<file path="config.mk">
export PLATFORM = sky130hd
export DESIGN_NAME = softex_slot_regfile
export DESIGN_NICKNAME = d
export VERILOG_FILES = /design/src/rtl/softex_pkg.sv /design/src/rtl/softex_slot_regfile_free_finder.sv /design/src/rtl/softex_slot_regfile.sv
export SDC_FILE = /design/constraint.sdc
export NUM_CORES = 1
export LEC_CHECK = 0
export ABC_AREA = 1
export CELL_PAD_IN_SITES_DETAIL_PLACEMENT = 1
export CELL_PAD_IN_SITES_GLOBAL_PLACEMENT = 2
export CORE_MARGIN = 1.5
export CORE_UTILIZATION = 37
export CTS_BUF_LIST = sky130_fd_sc_hd__clkbuf_8
export DETAILED_ROUTE_END_ITERATION = 7
export GPL_ROUTABILITY_DRIVEN = 0
export PLACE_DENSITY_LB_ADDON = 0.1
export SLEW_MARGIN = 20
export SYNTH_ARGS = -nofsm -noshare
export SYNTH_HDL_FRONTEND = slang
export SYNTH_SLANG_ARGS = --single-unit
</file>
<file path="constraint.sdc">
create_clock -name clk_i -period 2.2 [get_ports clk_i]
set_clock_uncertainty 0.1 [all_clocks]
set_input_delay 0.44 -clock clk_i [delete_from_list [all_inputs] [get_ports clk_i]]
set_output_delay 0.44 -clock clk_i [all_outputs]
set_load 0.02 [all_outputs]
</file>
<file path="src/rtl/softex_pkg.sv">
// Shared SoftEx types: slot contents, slot request/update operations and the
// registered slot response bundle.
package softex_pkg;

    localparam int SLOT_ADDR_BITS = 4;

    typedef struct packed {
        logic [15:0] maximum;
        logic [31:0] denominator;
        logic        valid;
    } slot_t;

    typedef enum logic {
        SLOT_ALLOC = 1'b0,
        SLOT_LOAD  = 1'b1
    } slot_req_op_e;

    typedef struct packed {
        slot_req_op_e              op;
        logic [SLOT_ADDR_BITS-1:0] addr;
    } slot_req_op_t;

    typedef enum logic {
        SLOT_UPDATE = 1'b0,
        SLOT_FREE   = 1'b1
    } slot_update_op_e;

    typedef struct packed {
        slot_update_op_e           op;
        logic [SLOT_ADDR_BITS-1:0] addr;
        logic [15:0]               maximum;
        logic [31:0]               denominator;
    } slot_update_op_t;

    typedef struct packed {
        logic [SLOT_ADDR_BITS-1:0] addr;
        slot_t                     slot;
        logic                      err;
    } slot_rsp_t;

    typedef enum logic {
        SLOT_IDLE = 1'b0,
        SLOT_RESP = 1'b1
    } slot_fsm_e;

endpackage

</file>
<file path="src/rtl/softex_slot_regfile_free_finder.sv">
// softex_slot_free_finder: combinational priority encoder returning the
// lowest-index slot whose alloc bit is clear.
module softex_slot_free_finder
    import softex_pkg::*;
#(
    parameter int N_SLOTS = 8
) (
    input  logic [N_SLOTS-1:0]        alloc_i,
    output logic [SLOT_ADDR_BITS-1:0] index_o,
    output logic                      any_free_o
);

    always_comb begin
        index_o    = '0;
        any_free_o = 1'b0;
        // Scan downwards so the last hit is the lowest free index.
        for (int i = N_SLOTS - 1; i >= 0; i--) begin
            if (!alloc_i[i]) begin
                index_o    = SLOT_ADDR_BITS'(i);
                any_free_o = 1'b1;
            end
        end
    end

endmodule

</file>
<file path="src/rtl/softex_slot_regfile.sv">
// Per-slot softmax partial-state register file answering ALLOC/LOAD requests
// with a registered response. Optional SOFTEX_SLOT_OCC_CNT_EN adds occupancy_o.
module softex_slot_regfile
    import softex_pkg::*;
#(
    parameter int          N_SLOTS   = 8,
    parameter logic [15:0] MAX_RESET = 16'hFF80
) (
    input  logic                      clk_i,
    input  logic                      rst_ni,
    input  logic                      clear_i,
    input  logic                      req_valid_i,
    output logic                      req_ready_o,
    input  slot_req_op_t              req_op_i,
    input  logic                      update_valid_i,
    input  slot_update_op_t           update_op_i,
    output logic                      rsp_valid_o,
    input  logic                      rsp_ready_i,
    output logic [SLOT_ADDR_BITS-1:0] rsp_addr_o,
    output slot_t                     rsp_slot_o,
    output logic                      rsp_err_o,
    output logic                      busy_o
`ifdef SOFTEX_SLOT_OCC_CNT_EN
    ,
    output logic [$clog2(N_SLOTS+1)-1:0] occupancy_o
`endif
);

    // Handshake: a request is taken on req_valid_i && req_ready_o; the response
    // is presented one cycle later and held until rsp_valid_o && rsp_ready_i.

    logic [N_SLOTS-1:0]        alloc_q, alloc_d;
    slot_t                     slots_q [N_SLOTS];
    slot_t                     slots_d [N_SLOTS];
    slot_fsm_e                 state_q, state_d;
    slot_rsp_t                 rsp_q, rsp_d;

    logic [SLOT_ADDR_BITS-1:0] free_idx;
    logic                      any_free;
    logic                      req_fire;
    logic                      alloc_ok;
    logic                      freed;
    logic                      load_ok;
    slot_t                     load_slot;
    slot_t                     new_slot;

    softex_slot_free_finder #(
        .N_SLOTS (N_SLOTS)
    ) u_free_finder (
        .alloc_i    (alloc_q),
        .index_o    (free_idx),
        .any_free_o (any_free)
    );

    assign rsp_valid_o = (state_q == SLOT_RESP);
    assign req_ready_o = !rsp_valid_o || rsp_ready_i;
    assign req_fire    = req_valid_i && req_ready_o;
    assign rsp_addr_o  = rsp_q.addr;
    assign rsp_slot_o  = rsp_q.slot;
    assign rsp_err_o   = rsp_q.err;
    assign busy_o      = |alloc_q;

    always_comb begin
        alloc_d   = alloc_q;
        slots_d   = slots_q;
        state_d   = state_q;
        rsp_d     = rsp_q;
        alloc_ok  = 1'b0;
        freed     = 1'b0;
        load_ok   = 1'b0;
        load_slot = '0;
        new_slot  = '{maximum: MAX_RESET, denominator: 32'h0, valid: 1'b0};

        for (int i = 0; i < N_SLOTS; i++) begin
            if (update_valid_i && (update_op_i.addr == SLOT_ADDR_BITS'(i)) && alloc_q[i]) begin
                if (update_op_i.op == SLOT_UPDATE) begin
                    slots_d[i] = '{maximum:     update_op_i.maximum,
                                   denominator: update_op_i.denominator,
                                   valid:       1'b1};
                end else begin
                    alloc_d[i] = 1'b0;
                    slots_d[i] = '0;
                    freed      = 1'b1;
                end
            end
        end

        // LOAD reads the post-update view so same-cycle UPDATE/FREE are bypassed.
        for (int i = 0; i < N_SLOTS; i++) begin
            if (req_op_i.addr == SLOT_ADDR_BITS'(i)) begin
                load_ok   = alloc_d[i];
                load_slot = slots_d[i];
            end
        end

        if (req_fire) begin
            state_d = SLOT_RESP;
            if (req_op_i.op == SLOT_ALLOC) begin
                if (any_free) begin
                    alloc_ok = 1'b1;
                    for (int i = 0; i < N_SLOTS; i++) begin
                        if (free_idx == SLOT_ADDR_BITS'(i)) begin
                            alloc_d[i] = 1'b1;
                            slots_d[i] = new_slot;
                        end
                    end
                    rsp_d = '{addr: free_idx, slot: new_slot, err: 1'b0};
                end else begin
                    rsp_d = '{addr: '0, slot: '0, err: 1'b1};
                end
            end else begin
                rsp_d.addr = req_op_i.addr;
                rsp_d.slot = load_ok ? load_slot : '0;
                rsp_d.err  = !load_ok;
            end
        end else if (rsp_ready_i) begin
            state_d = SLOT_IDLE;
        end

        if (clear_i) begin
            alloc_d  = '0;
            for (int i = 0; i < N_SLOTS; i++) begin
                slots_d[i] = '0;
            end
            state_d  = SLOT_IDLE;
            rsp_d    = '0;
            alloc_ok = 1'b0;
            freed    = 1'b0;
        end
    end

    always_ff @(posedge clk_i or negedge rst_ni) begin
        if (!rst_ni) begin
            alloc_q <= '0;
            for (int i = 0; i < N_SLOTS; i++) begin
                slots_q[i] <= '0;
            end
            state_q <= SLOT_IDLE;
            rsp_q   <= '0;
        end else begin
            alloc_q <= alloc_d;
            slots_q <= slots_d;
            state_q <= state_d;
            rsp_q   <= rsp_d;
        end
    end

`ifdef SOFTEX_SLOT_OCC_CNT_EN
    localparam int OCC_W = $clog2(N_SLOTS + 1);

    logic [OCC_W-1:0] occ_q, occ_d;

    always_comb begin
        occ_d = occ_q;
        if (clear_i) begin
            occ_d = '0;
        end else if (alloc_ok && !freed) begin
            occ_d = occ_q + OCC_W'(1);
        end else if (freed && !alloc_ok) begin
            occ_d = occ_q - OCC_W'(1);
        end
    end

    always_ff @(posedge clk_i or negedge rst_ni) begin
        if (!rst_ni) begin
            occ_q <= '0;
        end else begin
            occ_q <= occ_d;
        end
    end

    assign occupancy_o = occ_q;
`else
    logic unused_occ;
    assign unused_occ = alloc_ok ^ freed;
`endif

endmodule

</file>
==> flow_metrics.py, run 1 <==
metrics = {
    "outcome": {
        "status": "finished, violations left",
        "violations": "setup timing",
    },
    "setup_path": {
        "worst-r2r-setup-slack_ns": -0.08,
        "cp_data_arrival_time_ns": 2.73,
        "timing.rr.start": "alloc_q[0]",
        "path_class": "flop to flop",
        "worstRegToRegCells": 12,
        "critical_path.reg2reg.endpoint": "rsp_slot_o[37]",
        "worst_setup_path_start_kind": "flop",
        "worstPathRequired_ns": 2.65,
        "worst-path-max-fanout": 33,
        "crit_path_end_kind": "flop",
    },
    "drt": {
        "postRouteAntennaNets": 0,
        "drt_pass1_iterations": 5,
        "avgViaCountPerCell": 5.39,
        "drt_iter0_markers": 1601,
        "post_drt_wl_per_cell_um": 23.0,
        "detailroute.via_count": 23500,
        "totalWireLength_um": 100000,
        "drt_drc_violations_left": 0,
    },
    "synthesis": {
        "yosysMostFrequentCell": "sky130_fd_sc_hd__nand2_1",
        "synth_compound_area_frac": 0.162,
        "synth_top_cells_by_area": "sky130_fd_sc_hd__dfrtp_1 51%, sky130_fd_sc_hd__nand2_1 13%, sky130_fd_sc_hd__o21ai_0 8.6%",
        "synth_top_cell_by_area": "sky130_fd_sc_hd__dfrtp_1",
        "basic_gate_share_of_the_synthesized_area_counting_and_or_nand_and_nor_cells": 0.265,
        "seq_area_frac_synth": 0.505,
        "ys_types": 34,
        "synthTopCellsByCount": "774 x sky130_fd_sc_hd__nand2_1, 455 x sky130_fd_sc_hd__dfrtp_1, 446 x sky130_fd_sc_hd__nor2_1, 389 x sky130_fd_sc_hd__o21ai_0, 149 x sky130_fd_sc_hd__inv_1",
        "synth_top_family_by_area": "simple AND/OR/NAND/NOR gates",
        "syn-instance-count": 2923,
        "postSynth.topFlopCell": "sky130_fd_sc_hd__dfrtp_1",
        "synth_top_area_frac": 0.505,
        "yosys_warnings": 0,
        "edff_count_synth": 0,
        "muxShareOfSynthArea": 0,
        "synthesis.nets": 2987,
        "ys_async_sr_fraction": 1.00,
        "mappedNetlistArea_mm2": 0.0225,
        "synthXorXnorAreaFrac": 0,
        "yosys.area_share.adder": 0,
        "synth_area_per_cell_um2": 7.71,
        "ys_seq_elements": 455,
    },
    "place": {
        "detailed_place_hpwl_um": 62200,
        "port_buffers": 120,
        "placed_area_mm2": 0.0288,
        "post-place-cells": 4146,
    },
    "grt": {
        "grt_max_degree": 68,
        "grt.total_usage": 0.303,
        "grt_first_pass_wirelength_um": 146000,
        "vias_in_the_first_global_route": 24700,
        "globalRouteOverflowTotal": 0,
        "number_of_antenna_violations_at_the_first_check_in_global_routing": 4,
    },
    "timing": {
        "timing.slew.headroom": 0.439,
        "tcrit_tclk_final": 1.04,
        "max_clock_freq_ghz": 0.438,
        "finalHoldViolations": 0,
        "layout_setup_ws_ns": -0.0815,
        "holdWs_ns": 0.124,
        "rsz0062_at_grt": "yes",
        "timing_worst_slew_pin_value_ns": 0.842,
        "timing.final.max_slew_violations": 0,
        "layout_min_cycle_time_ns": 2.28,
        "final-setup-viol-count": 10,
    },
    "clock_tree": {
        "ctsRootBufferMaster": "sky130_fd_sc_hd__clkbuf_8",
        "cts.sinks": 455,
        "post_cts_clock_slew_at_the_launch_and_capture_registers_of_the_worst_setup_and_hold_paths_ns": 0.06,
        "insertion_delay_ns": 0.68,
        "cts_max_path_buffers": 3,
        "cts_max_level": 3,
        "tritoncts.num_buffers": 87,
        "cts_tree": "yes",
    },
    "final_layout": {
        "drive_above_1_share": 0.244,
        "final_design_area_no_fill_mm2": 0.0319,
        "synthToLayoutAreaGrowth_pct": 41.6,
        "fin_util": 0.530,
        "fin_cells": 4360,
        "nets": 3572,
    },
    "die": {
        "die_x_um": 250,
        "ios": 121,
        "die_h_um": 250,
        "die-area_mm2": 0.0624,
        "floorplan.initialDensity": 0.374,
        "rows": 90,
        "floorplan.core_area_mm2": 0.0602,
    },
    "run": {
        "max_cap_viol_count": 0,
    },
    "worst_hold_path": {
        "hold_path_class": "input pin to async pin",
    },
    "power": {
        "vdd_drop_max_uv": 473,
        "cellLeakagePower_nw": 14.7,
        "p_per_area_mw_per_mm2": 587,
    },
}
-- cell type report --
type / count / area [um2]
antenna: 2 / 5.00
multi-input combinational: 2108 / 10100
inverter: 159 / 607
tap: 782 / 978
clock inverter: 44 / 210
sequential: 455 / 11400
fill: 7295 / 28300
timing repair buffer: 697 / 7070
clock buffer: 113 / 1560
-- metrics by stage --
| step | setup WS (ns) | power (mW) | setup TNS [ns] |
|---|---|---|---|
| 2_1_floorplan | 0.168 | 9.08 | 0 |
| 3_3_place_gp | -0.950 | 10.2 | -137.21 |
| 3_5_place_dp | -0.920 | 10.2 | -146.66 |
| 4_1_cts | -0.211 | 18.8 | -0.211 |
| 5_1_grt | -0.152 | 19.4 | -2.85 |
| 6_report | -0.0815 | 18.7 | -0.343 |
-- critical path: stages, from the launching register on --
cell                       delay, ns
sky130_fd_sc_hd__dfrtp_1        0.39
sky130_fd_sc_hd__inv_1          0.14
sky130_fd_sc_hd__nor2_4         0.07
sky130_fd_sc_hd__nand2_2        0.16
sky130_fd_sc_hd__clkinv_4       0.15
sky130_fd_sc_hd__buf_12         0.20
sky130_fd_sc_hd__buf_4          0.15
sky130_fd_sc_hd__o211ai_1       0.24
sky130_fd_sc_hd__o211ai_1       0.14
sky130_fd_sc_hd__nor2_1         0.13
sky130_fd_sc_hd__nand3_1        0.08
sky130_fd_sc_hd__nor2_1         0.11
sky130_fd_sc_hd__o21ai_1        0.07
-- metal layers --
layer | track usage | vias up | routed length [um]
met5 | 0 | - | 29
met4 | 0.0983 | 4 | 3460
met3 | 0.0402 | 196 | 5040
met2 | 0.520 | 671 | 48200
met1 | 0.395 | 12000 | 43400
li1 | - | 10700 | -
-- where the power goes --
group          internal, mW  leakage [nW]  total, mW  switching [mW]
clock                  4.69          1.04       8.60            3.90
combinational         0.589          7.27       1.70            1.11
sequential             8.41          6.34       8.43          0.0211
-- state kept, by name (all words and copies together) (netlist names) --
| signal | count |
|---|---|
| rsp_addr_o | 4 |
| rsp_slot_o | 49 |
| rsp_valid_o | 1 |
| rsp_err_o | 1 |
| alloc_q | 8 |
| slots_q | 392 |
-- layout by cell type (no fill, tap or decap), types with 4 or more instances in the layout --
master,count
sky130_fd_sc_hd__or2_1,10
sky130_fd_sc_hd__buf_12,84
sky130_fd_sc_hd__nand2_2,26
sky130_fd_sc_hd__inv_1,179
sky130_fd_sc_hd__a21oi_1,87
sky130_fd_sc_hd__o21a_1,38
sky130_fd_sc_hd__nand3_1,75
sky130_fd_sc_hd__nand4_1,19
sky130_fd_sc_hd__nor2_1,433
sky130_fd_sc_hd__o21ai_1,68
sky130_fd_sc_hd__nor2_4,8
sky130_fd_sc_hd__nand2_1,740
sky130_fd_sc_hd__nor3_4,7
sky130_fd_sc_hd__dlygate4sd2_1,54
sky130_fd_sc_hd__nor3_1,4
sky130_fd_sc_hd__inv_2,11
sky130_fd_sc_hd__clkdlybuf4s50_1,58
sky130_fd_sc_hd__o21ai_0,349
sky130_fd_sc_hd__nand3_2,24
sky130_fd_sc_hd__or2_0,13
sky130_fd_sc_hd__dfrtp_1,453
sky130_fd_sc_hd__buf_6,12
sky130_fd_sc_hd__nor3_2,8
sky130_fd_sc_hd__buf_16,6
sky130_fd_sc_hd__o211ai_1,104
sky130_fd_sc_hd__or2_4,7
sky130_fd_sc_hd__clkbuf_16,18
sky130_fd_sc_hd__o21ai_2,8
sky130_fd_sc_hd__dlymetal6s2s_1,5
sky130_fd_sc_hd__nand3b_1,11
sky130_fd_sc_hd__nand2_4,9
sky130_fd_sc_hd__or2_2,42
sky130_fd_sc_hd__nor2_2,8
sky130_fd_sc_hd__clkbuf_8,113
sky130_fd_sc_hd__clkinv_2,6
sky130_fd_sc_hd__buf_4,454
-- how the worst max path moves through the flow --
stage | cells after the start | start | end | slack, ns
4_1_cts | 4 | alloc_q[3] | busy_o | -0.21
2_1_floorplan | 7 | rsp_valid_o | slots_q[15] | 0.17
5_1_grt | 12 | alloc_q[0] | rsp_slot_o[21] | -0.15
3_5_place_dp | 14 | update_op_i[50] | rsp_slot_o[32] | -0.92
6_report | 12 | alloc_q[0] | rsp_slot_o[37] | -0.08
3_3_place_gp | 14 | update_op_i[50] | rsp_slot_o[32] | -0.95
-- what timing repair did --
action | 4_1_cts | 5_1_grt
gates cloned | 4 | 19
resized for setup | 86 | 159
hold endpoints to repair | 433 | 0
setup endpoints to repair | 88 | 141
pin swaps | 4 | 38
hold buffers | 1 | 0
buffers inserted | 4 | 28
-- cells by family after synthesis --
| logic type | Yosys count |
|---|---|
| buf+inv | 360 |
| simple gates | 1450 |
| flops | 455 |
| compound gates | 658 |
Power figures use the tool's default switching activity.
==> run 2: changes to the inputs <==
GPL_TIMING_DRIVEN = 1   (was default)
==> results of run 2 <==
Same layout as run 1: the final DEF is identical, and so are final timing and power.
==> run 3: changes to the inputs <==
GPL_TIMING_DRIVEN = 0   (was 1)
SKIP_LAST_GASP = 1   (was default)
==> flow_metrics.py, run 3 (same netlist as run 1, synthesis figures left out) <==
metrics = {
    "clock_tree": {
        "cts.sinks": 455,
        "cts_max_path_buffers": 3,
        "insertion_delay_ns": 0.70,
        "cts_tree": "yes",
        "ctsRootBufferMaster": "sky130_fd_sc_hd__clkbuf_8",
        "cts_max_level": 3,
        "tritoncts.num_buffers": 87,
        "post_cts_clock_slew_at_the_launch_and_capture_registers_of_the_worst_setup_and_hold_paths_ns": 0.06,
    },
    "setup_path": {
        "cell_chain_of_the_critical_path": "dlygate4sd2_1 -> inv_1 -> nand2_2 -> nor2_4 -> nand2_4 -> inv_2 -> buf_12 -> buf_8 -> o211ai_1 -> nand3_1 -> o21ai_2 -> nand3b_1 -> nand3b_1 -> nand2_1",
        "worst-path-max-fanout": 10,
        "cpPeakStageDelay_ns": 0.44,
        "critical-path-top-cell-by-count": "sky130_fd_sc_hd__nand3b_1",
        "path_buf_inv": 5,
        "crit_path_end_kind": "flop",
        "critical_path.reg2reg.endpoint": "rsp_slot_o[10]",
        "worstPathRequired_ns": 2.65,
        "path_class": "input pin to flop",
        "cp_top_delay_family": "simple AND/OR/NAND/NOR gates",
        "timing.rr.start": "alloc_q[0]",
        "worst_setup_path_start_kind": "input pin",
        "worst-r2r-setup-slack_ns": -0.19,
        "timing.critical_path.slowest_stage_cell": "sky130_fd_sc_hd__dlygate4sd2_1",
        "cp_data_arrival_time_ns": 2.88,
        "worstRegToRegCells": 12,
    },
    "die": {
        "die-area_mm2": 0.0624,
        "floorplan.core_area_mm2": 0.0602,
        "rows": 90,
        "die_h_um": 250,
        "floorplan.initialDensity": 0.374,
        "die_x_um": 250,
        "ios": 121,
    },
    "final_layout": {
        "registers.top_by_ff_count": "slots_q",
        "fin_cells": 4079,
        "nets": 3295,
        "drive_above_1_share": 0.196,
        "final_design_area_no_fill_mm2": 0.0292,
        "layout_commonest_cell": "sky130_fd_sc_hd__nand2_1",
        "largest_register_ffs": 392,
        "most-common-layout-cells": "704 x sky130_fd_sc_hd__nand2_1, 448 x sky130_fd_sc_hd__dfrtp_1, 419 x sky130_fd_sc_hd__nor2_1",
        "fin_util": 0.485,
        "synthToLayoutAreaGrowth_pct": 29.6,
    },
    "timing": {
        "timing.slew.headroom": 0.457,
        "rsz0062_at_grt": "yes",
        "layout_setup_ws_ns": -0.225,
        "final-setup-viol-count": 99,
        "timing.final.max_slew_violations": 0,
        "timing_worst_slew_pin_value_ns": 0.814,
        "layout_min_cycle_time_ns": 2.42,
        "tcrit_tclk_final": 1.10,
        "final_total_negative_setup_slack_ns": -7.36,
        "max_clock_freq_ghz": 0.412,
        "finalHoldViolations": 0,
    },
    "drt": {
        "postRouteAntennaNets": 0,
        "totalWireLength_um": 98000,
        "avgViaCountPerCell": 5.44,
        "drt_iter0_markers": 1274,
        "drt_pass1_iterations": 5,
        "detailroute.via_count": 22200,
        "drt_drc_violations_left": 0,
        "post_drt_wl_per_cell_um": 24.0,
    },
    "power": {
        "switching_share": 0.272,
        "vdd_drop_max_uv": 402,
        "intPower_mw": 13.5,
        "cellLeakagePower_nw": 13.3,
        "clock_power_share": 0.462,
        "pwr-share-comb": 0.082,
        "p_per_area_mw_per_mm2": 633,
        "netSwitchingPower_mw": 5.03,
        "p_total_mw": 18.5,
        "p_seq_frac": 0.456,
    },
    "outcome": {
        "status": "finished, violations left",
        "violations": "setup timing",
    },
    "grt": {
        "grt_max_degree": 91,
        "grt.total_usage": 0.311,
        "vias_in_the_first_global_route": 23500,
        "globalRouteOverflowTotal": 0,
        "grt_first_pass_wirelength_um": 146000,
        "number_of_antenna_violations_at_the_first_check_in_global_routing": 1,
    },
    "place": {
        "port_buffers": 120,
        "detailed_place_hpwl_um": 68300,
        "post-place-cells": 3830,
        "placed_area_mm2": 0.0249,
    },
    "run": {
        "max_cap_viol_count": 0,
    },
    "worst_hold_path": {
        "hold_path_class": "input pin to async pin",
    },
}
==> run 3: worst max path at each step <==
stage | startpoint | end | depth (start not counted)
after global placement | rst_ni | rsp_slot_o[31] | 1
final | update_op_i[49] | rsp_slot_o[10] | 14
after global routing | update_op_i[49] | rsp_slot_o[14] | 15
after CTS | alloc_q[3] | rsp_slot_o[15] | 11
after floorplan | rsp_valid_o | slots_q[15] | 7
after detailed placement | update_op_i[49] | rsp_slot_o[43] | 13
==> run 3: final cells by class <==
class	count	area [um2]
antenna	2	5.00
buffer	200	1640
clock buffer	115	1580
clock inverter	38	159
fill	7270	31000
inverter	159	608
multi-input combinational	2108	10500
sequential	455	11400
tap	782	978
timing repair buffer	220	2300
==> run 3: layer usage <==
| layer | wire, um | global-route usage |
|---|---|---|
| met2 | 46100 | 0.507 |
| met3 | 5730 | 0.0543 |
| met5 | 0 | 0 |
| met4 | 4200 | 0.128 |
| met1 | 42000 | 0.409 |
==> run 3: timing repair <==
item / 4_1_cts / 5_1_grt
pin swaps: 80 / 81
gates resized for setup: 416 / 252
hold buffers: 1 / 0
gates cloned: 6 / 3
hold endpoints to repair: 63 / 0
buffers inserted: 72 / 15
setup endpoints to repair: 504 / 395
==> run 3: power by group through the flow <==
stage / sequential, mW / clock (mW) / combinational, mW
finish: 8.43 / 8.54 / 1.51
global route: 8.43 / 9.00 / 1.61
CTS: 8.43 / 8.68 / 1.41
detailed placement: 8.58 / 0 / 1.30
global placement: 8.60 / 0 / 1.25
floorplan: 8.60 / 0 / 0.482
==> run 3: through the flow <==
stage / setup slack, ns / hold slack [ns]
2_1_floorplan: 0.168 / 0.0444
3_3_place_gp: -21.04 / 0.365
3_5_place_dp: -1.79 / 0.335
4_1_cts: -0.154 / 0.197
5_1_grt: -0.220 / 0.233
6_report: -0.225 / 0.199
